--- src/rtl/demux_rr.sv ---
// -----------------------------------------------------------------------------
// demux_rr
//
// Registered 1:4 demultiplexer for the receive side of a lane-serialised link.
// One input stream is steered onto lanes a..d, either by the explicit `sel`
// input or by an internal round-robin counter. The round-robin path rebuilds a
// frame of four beats and pulses `frame_done` on the last one.
//
// Build option:
//   DEMUX_HOLD_EN  defined   : each lane holds its last written value.
//                  undefined : lane data is valid only while its *_vld is high
//                              and reads 0 in every other cycle.
//
// Ports:
//   clk          rising-edge clock
//   rst_n        asynchronous active-low reset
//   in_data      data beat to route (WIDTH bits)
//   in_valid     beat present this cycle
//   mode         0 = explicit (sel), 1 = round-robin
//   sel          explicit lane select: 00 a, 01 b, 10 c, 11 d
//   flush        synchronous clear of the counter and frame state; drops a
//                beat presented in the same cycle
//   a..d         registered lane outputs (WIDTH bits each)
//   a_vld..d_vld one-cycle pulse when the lane was written
//   frame_done   one-cycle pulse with the fourth round-robin beat
//   cur_ch       lane the next round-robin beat will target
// -----------------------------------------------------------------------------
module demux_rr #(
    parameter int WIDTH = 1
) (
    input  logic             clk,
    input  logic             rst_n,
    input  logic [WIDTH-1:0] in_data,
    input  logic             in_valid,
    input  logic             mode,
    input  logic [1:0]       sel,
    input  logic             flush,
    output logic [WIDTH-1:0] a,
    output logic [WIDTH-1:0] b,
    output logic [WIDTH-1:0] c,
    output logic [WIDTH-1:0] d,
    output logic             a_vld,
    output logic             b_vld,
    output logic             c_vld,
    output logic             d_vld,
    output logic             frame_done,
    output logic [1:0]       cur_ch
);

    // state   | meaning
    // --------+-------------------------------------------------------------
    // IDLE    | no frame open; cur_ch = 0; mode is sampled on the next beat
    // COLLECT | round-robin frame open; beats go to cur_ch, mode is ignored
    typedef enum logic [0:0] {
        IDLE    = 1'b0,
        COLLECT = 1'b1
    } state_t;

    state_t     state;
    logic       rr_beat;
    logic [1:0] lane_sel;

    // The mode "latch" is the state itself: COLLECT is only ever entered from
    // a round-robin beat, so being in COLLECT means round-robin until the
    // frame closes, whatever `mode` does meanwhile.
    always_comb begin
        rr_beat  = (state == COLLECT) || mode;
        lane_sel = rr_beat ? cur_ch : sel;
    end

    always_ff @(posedge clk or negedge rst_n) begin
        if (!rst_n) begin
            state      <= IDLE;
            cur_ch     <= 2'd0;
            a          <= '0;
            b          <= '0;
            c          <= '0;
            d          <= '0;
            a_vld      <= 1'b0;
            b_vld      <= 1'b0;
            c_vld      <= 1'b0;
            d_vld      <= 1'b0;
            frame_done <= 1'b0;
        end else begin
            a_vld      <= 1'b0;
            b_vld      <= 1'b0;
            c_vld      <= 1'b0;
            d_vld      <= 1'b0;
            frame_done <= 1'b0;
`ifndef DEMUX_HOLD_EN
            // Pulse-data build: lanes return to 0 unless written this edge.
            a <= '0;
            b <= '0;
            c <= '0;
            d <= '0;
`endif
            if (flush) begin
                state  <= IDLE;
                cur_ch <= 2'd0;
            end else if (in_valid) begin
                unique case (lane_sel)
                    2'd0: begin a <= in_data; a_vld <= 1'b1; end
                    2'd1: begin b <= in_data; b_vld <= 1'b1; end
                    2'd2: begin c <= in_data; c_vld <= 1'b1; end
                    2'd3: begin d <= in_data; d_vld <= 1'b1; end
                endcase
                if (rr_beat) begin
                    if (cur_ch == 2'd3) begin
                        frame_done <= 1'b1;
                        cur_ch     <= 2'd0;
                        state      <= IDLE;
                    end else begin
                        cur_ch     <= cur_ch + 2'd1;
                        state      <= COLLECT;
                    end
                end
            end
        end
    end

endmodule
--- config.mk ---
export PLATFORM = sky130hd
export DESIGN_NAME = demux_rr
export DESIGN_NICKNAME = d
export VERILOG_FILES = /design/src/rtl/demux_rr.sv
export SDC_FILE = /design/constraint.sdc
export NUM_CORES = 1
export LEC_CHECK = 0
export ABC_AREA = 1
export CAP_MARGIN = 20
export CORE_ASPECT_RATIO = 1.2
export CORE_MARGIN = 4
export CORE_UTILIZATION = 32
export DETAILED_ROUTE_END_ITERATION = 6
export GPL_TIMING_DRIVEN = 0
export PLACE_DENSITY = 0.66
export SLEW_MARGIN = 10
export SYNTH_ARGS = -nofsm -noshare
export SYNTH_HDL_FRONTEND = slang
export SYNTH_SLANG_ARGS = --single-unit
--- constraint.sdc ---
create_clock -name clk -period 2 [get_ports clk]
set_clock_uncertainty 0.05 [all_clocks]
set_input_delay 0.4 -clock clk [delete_from_list [all_inputs] [get_ports clk]]
set_output_delay 0.4 -clock clk [all_outputs]
set_load 0.01 [all_outputs]
==> summary.md, run 1 <==
| Metric | Value |
|---|---|
| Run status | finished clean |
| Required @ worst endpoint | 1550 ps |
| Die height | 52.18 um |
| Fillers | 152 |
| Pwr Total | 486.1 uW |
| Routability cong. | 0.7207 |
| H-tree depth | 1 |
| Routed wire per std cell | 9.937 um |
| Post-CTS Setup Repair Bufs | 0 |
| Via density per instance | 4.442 |
| Crit Path Category | reg2out |
| Multi-input logic area | 181.4 sq um |
| Root Driver | clkbuf_4 |
| Clk sinks | 12 |
| Die Width | 44.82 um |
| Post-CTS resize count | 0 |
| Slew Limit Fails | 0 |
| Max Fclk | 0.5922 GHz |
| P&R area growth vs syn | 43.03% |
| Post-layout minimum cycle time | 1689 ps |
| Overflow after GRT | 0 |
| Worst vdd ir | 0.0003002 V |
| CTS buffer count | 3 |
| Core Area | 0.001483 sq mm |
| Top_reg_cell synth | dfrtp_1 |
| Dpl hpwl | 794.9 um |
| Largest fanout on the critical path | 5 |
| Layout Nets | 89 |
| Routed Antenna Nets | 0 |
| Complex-gate fraction of the synthesized area | 1.923% |
| Max_slew headroom | 65.46% |
| Arrival time at the worst endpoint | 1240 ps |
| Hold Path Class | in2async |
| RSZ-0062 raised after global routing | false |
| Synth Area in XOR/XNOR | 0% |
| Setup Total Neg Slack | 0 ps |
| GRT Total Usage | 9.639% |
| Avg Cell Area, Syn | 9.132 sq um |
| Worst Path Buf+Inv | 1 |
| Rows | 15 |
| Initial core utilization | 35.11% |
| Mapped Cells | 57 |
| Synth unique cells | 14 |
| Drt pass-1 iters | 2 |
| Crit-path cells | clkdlybuf4s50_1 |
| Max-cap violations | 0 |
| Cell taking the most area after synthesis | dfrtp_1 |
| Largest family of logic cells by synthesized area | simple AND/OR/NAND/NOR gates |
| Register Area | 300.3 sq um |
| Tcrit/Tclk final | 84.43% |
| Delay-heaviest family, CP | buffers and inverters |
| Slew at the pin closest to its max-slew limit | 516.4 ps |
| Longest Clk Path Bufs | 2 |
| Synth async-reset ratio | 100.0% |
| R2R setup slack | 920 ps |
| Post-CTS Hold Buffers | 0 |
| Number of remaining DRC errors | 0 |
| Drt first-iter violations | 1 |
| Layout cell share with drive strength beyond 1 | 16.67% |
| Syn. warnings | 0 |
| Slowest stage delay, CP | 560 ps |
| Post-Synth Simple-Gate Area | 30.53% |
| Pin count of the biggest net entering global routing | 13 |
| Vias in the first global route | 411 |
| Die area | 0.002338 sq mm |
| Initial antenna violation count | 0 |
| ANT cells | 0 |
| P_leak | 0.3651 nW |
| Clock transition at path regs | 60 ps |
| Mapped Area | 520.5 sq um |
| Worst skew pair latency | 260 ps |
| Sequential share of the synthesized area | 57.69% |
| Register bit total from synthesis | 12 |
| Yosys top cell area share | 57.69% |
| Post-Synth Adder-Cell Area | 2.404% |
| Top-count cell post-synth | nand2_1 |
| Setup-failing EPs final | 0 |
| Synth Net Count | 66 |
| Vias | 422 |
| Pwr/cell area | 653.0 mW/mm^2 |
| Port Buf Inserts | 18 |
| Crit. End Element | output pin |
| CP startpoint kind | flip-flop |
| Global-route wire length before repair | 1.580 mm |
| Top cells by count, synth | 13 x nand2_1, 12 x dfrtp_1, 7 x inv_1, 5 x nor2_1, 5 x nor3_1 |
| Top-Level Pins | 19 |
| Startpoint of the lowest-slack register-to-register path | state |
| Final Hold Violating Endpoints | 0 |
| Final wirelength | 944 um |
| Crit. Startpoint | cur_ch[0] |
| Post-synth EDFFs | 0 |
| CTS tree | done |
| Post-synthesis mux area share | 0% |
| Slowest stage cell, crit path | clkdlybuf4s50_1 |
| Top post-synthesis cells by area | dfrtp_1 58%, nand2_1 9.4%, inv_1 5.0% |
[final timing paths]
check,end,depth (start not counted)
max in group asynchronous,c,1
setup / recovery,cur_ch[0],1
min in group clk,state,2
setup reg to reg,b,4
hold / removal,a,1
hold reg to reg,state,2
[layout make-up]
type                    instances  area share, %
repair buffers                 18          24.20
well taps                      17          2.857
flip-flops and latches         12          40.34
inverters                      10          5.210
clock buffers                   3          3.025
multi-input cells              35          24.37
[layout by cell type, fill, tap and decap left out]
| cell | synthesis | layout |
|---|---|---|
| nand3_2 | 2 | 2 |
| nor3_1 | 5 | 5 |
| clkbuf_4 | 0 | 3 |
| nor2_1 | 5 | 5 |
| nand2_4 | 1 | 1 |
| nand2_2 | 3 | 3 |
| nand3_1 | 2 | 2 |
| nor2_2 | 1 | 1 |
| nand2_1 | 13 | 13 |
| clkinv_2 | 1 | 1 |
| ha_1 | 1 | 1 |
| inv_1 | 7 | 7 |
| dfrtp_1 | 12 | 12 |
| clkdlybuf4s50_1 | 0 | 18 |
| inv_2 | 2 | 2 |
| o21ai_0 | 2 | 2 |
[cells by family after synthesis]
kind of cell | count (synthesis)
and+or+nand+nor | 32
DFF | 12
buffers and inverters | 10
AOI/OAI and AO/OA | 2
adders and majority gates | 1
[flip-flops by register name, summed over array words and instances (netlist names)]
register    count
c               1
b_vld           1
cur_ch          2
d               1
state           1
a               1
b               1
a_vld           1
d_vld           1
frame_done      1
c_vld           1
[metal layers]
| layer | up-vias | GRT usage, % | routed length, um |
|---|---|---|---|
| met3 | 4 | 4.124 | 86 |
| met4 | 0 | 5.854 | 26 |
| met5 | - | 0 | 0 |
| li1 | 222 | - | - |
| met2 | 18 | 16.75 | 462 |
| met1 | 178 | 9.091 | 368 |
[per-stage QoR]
stage	hold slack [ps]	utilization (%)	cell area (sq um)	std cells	setup slack, ps
final	425.5	50.21	744.5	95	311.5
after global routing	478.3	50.21	744.5	95	251.7
after CTS	444.9	50.21	744.5	95	294.0
after detailed placement	526.3	48.69	721.9	92	433.9
after global placement	521.7	48.69	721.9	92	461.4
after floorplan	54.41	-	520.5	57	988.0
[power by group]
part | internal (mW) | switching [mW]
sequential | 0.253 | 0.00614
clock | 0.0696 | 0.0698
combinational | 0.0414 | 0.0459
Power figures use the tool's default switching activity.
==> run 2: changes to the inputs <==
- clock period: 2 -> 1.65 ns (I/O delays scaled with it)
==> run 2 against run 1 <==
Effect of this change: via count grew 1.7%; design area grew 2.4%; critical path type unchanged; routed wire length grew 3.4%; power grew 23%; worst hold slack lost 71 ps; first-iteration DRC count shrank 100%; flip-flop and latch count is the same; critical path depth is the same; combinational power grew 29%; clock power grew 23%; setup slack lost 260 ps; final cell count grew 2.1%.
==> summary.md, run 2 (same netlist as run 1, synthesis figures left out) <==
| Metric | Value |
|---|---|
| Run status | finished clean (unchanged) |
| Most frequent cells in the layout | 17 x clkdlybuf4s50_1, 13 x nand2_1, 12 x dfrtp_1 (was 18 x clkdlybuf4s50_1, 13 x nand2_1, 12 x dfrtp_1) |
| Hold Path Class | in2async (unchanged) |
| P&R area growth vs syn | 46.39% (was 43.03%) |
| Initial antenna violation count | 0 (unchanged) |
| Pwr/cell area | 784.5 mW/mm^2 (was 653.0 mW/mm^2) |
| Fillers | 151 (was 152) |
| Routed Antenna Nets | 0 (unchanged) |
| Core Area | 0.001483 sq mm (unchanged) |
| Slowest stage delay, CP | 560 ps (about the same) |
| Max Fclk | 0.6242 GHz |
| Worst Path Buf+Inv | 1 (unchanged) |
| Crit-path cells | clkdlybuf4s50_1 (unchanged) |
| Clock transition at path regs | 70 ps (was 60 ps) |
| Largest fanout on the critical path | 4 (was 5) |
| Placed inst area | 721.9 sq um (unchanged) |
| Port Buf Inserts | 18 (unchanged) |
| Via density per instance | 4.423 (was 4.442) |
| Die area | 0.002338 sq mm (unchanged) |
| Rows | 15 (unchanged) |
| Top-Level Pins | 19 (unchanged) |
| Die height | 52.18 um (unchanged) |
| Die Width | 44.82 um (unchanged) |
| Longest Clk Path Bufs | 2 (unchanged) |
| H-tree depth | 1 (unchanged) |
| Overflow after GRT | 0 (unchanged) |
| GRT Total Usage | 9.639% (unchanged) |
| Final Hold Violating Endpoints | 0 (unchanged) |
| P_leak | 0.3934 nW (was 0.3651 nW) |
| Most common cell after layout, fill and taps aside | clkdlybuf4s50_1 (unchanged) |
| Slowest stage cell, crit path | clkdlybuf4s50_1 (unchanged) |
| Fin cells | 97 (was 95) |
| Final instance area | 762.0 sq um (was 744.5 sq um) |
| CP startpoint kind | flip-flop (unchanged) |
| CTS buffer count | 3 (unchanged) |
| CTS tree | done (unchanged) |
| Max reg flops | 2 (unchanged) |
| Most flops, register | cur_ch (unchanged) |
| Slew at the pin closest to its max-slew limit | 519.1 ps (was 516.4 ps) |
| Crit Path Category | reg2out (unchanged) |
| Global-route wire length before repair | 1.580 mm (unchanged) |
| Slew Limit Fails | 0 (unchanged) |
| Layout Nets | 91 (was 89) |
| ANT cells | 0 (unchanged) |
| Vias | 429 (was 422) |
| Routability cong. | 0.7207 (unchanged) |
| Crit. End Element | output pin (unchanged) |
| Number of remaining DRC errors | 0 (unchanged) |
| Delay-heaviest family, CP | buffers and inverters (unchanged) |
| Max-cap violations | 0 (unchanged) |
| Routed wire per std cell | 10.06 um (was 9.937 um) |
| Clk sinks | 12 (unchanged) |
| Root Driver | clkbuf_4 (unchanged) |
| Post-CTS Hold Buffers | 0 (unchanged) |
| Arrival time at the worst endpoint | 1220 ps (was 1240 ps) |
| Worst skew pair latency | 270 ps (was 260 ps) |
| Final design utilization | 51.39% (was 50.21%) |
| Drt first-iter violations | 0 (was 1) |
| Pin count of the biggest net entering global routing | 13 (unchanged) |
| Pwr Total | 597.7 uW (was 486.1 uW) |
| Required @ worst endpoint | 1270 ps (was 1550 ps) |
| Setup Total Neg Slack | 0 ps (unchanged) |
| Setup-failing EPs final | 0 (unchanged) |
| Placed Instances | 92 (unchanged) |
| Max_slew headroom | 65.28% (was 65.46%) |
| Dpl hpwl | 794.9 um (unchanged) |
| Tcrit/Tclk final | 97.10% |
| Drt pass-1 iters | 1 (was 2) |
| Initial core utilization | 35.11% (unchanged) |
| Worst vdd ir | 0.0003958 V (was 0.0003002 V) |
| Vias in the first global route | 411 (unchanged) |
| Layout cell share with drive strength beyond 1 | 18.75% (was 16.67%) |
| Post-layout minimum cycle time | 1602 ps |
| Final wirelength | 976 um (was 944 um) |
[run 2: cell count changes in the layout (fill, tap and decap cells not counted)]
cell	change
buf_4	+2
clkdlybuf4s50_1	-1
dlymetal6s2s_1	+1
[run 2: worst paths after layout]
kind | from | end | slack, ps | cells after the start
min in group clk | state | state | 530 | 2
hold reg to reg | state | state | 530 | 2
hold / removal | rst_n | a | 350 | 1
max in group asynchronous | rst_n | c | 850 | 1
setup reg to reg | cur_ch[0] | cur_ch[1] | 390 | 5
setup / recovery | cur_ch[0] | cur_ch[0] | 50 | 1
[run 2: layer usage]
layer | vias to the layer above | part of all wire, % | track usage [%]
met5 | - | 0 | 0
met4 | 0 | 1.7 | 5.854
met3 | 2 | 9.7 | 4.124
met2 | 19 | 50 | 16.75
met1 | 182 | 38 | 9.091
li1 | 226 | - | -
[run 2: timing repair]
action | in CTS | in global routing
setup endpoints to repair | 0 | 2
setup buffers | 0 | 2
resized for setup | 0 | 1
endpoints found under the hold margin | 0 | 0
[run 2: power breakdown]
part	internal [mW]	leakage [nW]	switching [mW]
Combinational	0.0551	0.216	0.0580
Sequential	0.307	0.164	0.00708
Clock	0.0844	0.0138	0.0862
[run 2: layout make-up]
type	count	area, sq um	area share (%)
Sequential cell	12	300.3	39.41
Timing Repair Buffer	20	197.7	25.94
Multi-Input combinational cell	35	181.4	23.81
Inverter	10	38.79	5.090
Clock buffer	3	22.52	2.956
Tap cell	17	21.27	2.791
[run 2: stage by stage]
step                      worst slack, ps  hold slack, ps
after global placement              181.4           521.7
after CTS                           13.98           374.9
after floorplan                     638.0          -15.59
after global routing               -2.181           408.3
after detailed placement            153.9           526.3
final                               47.83           354.7
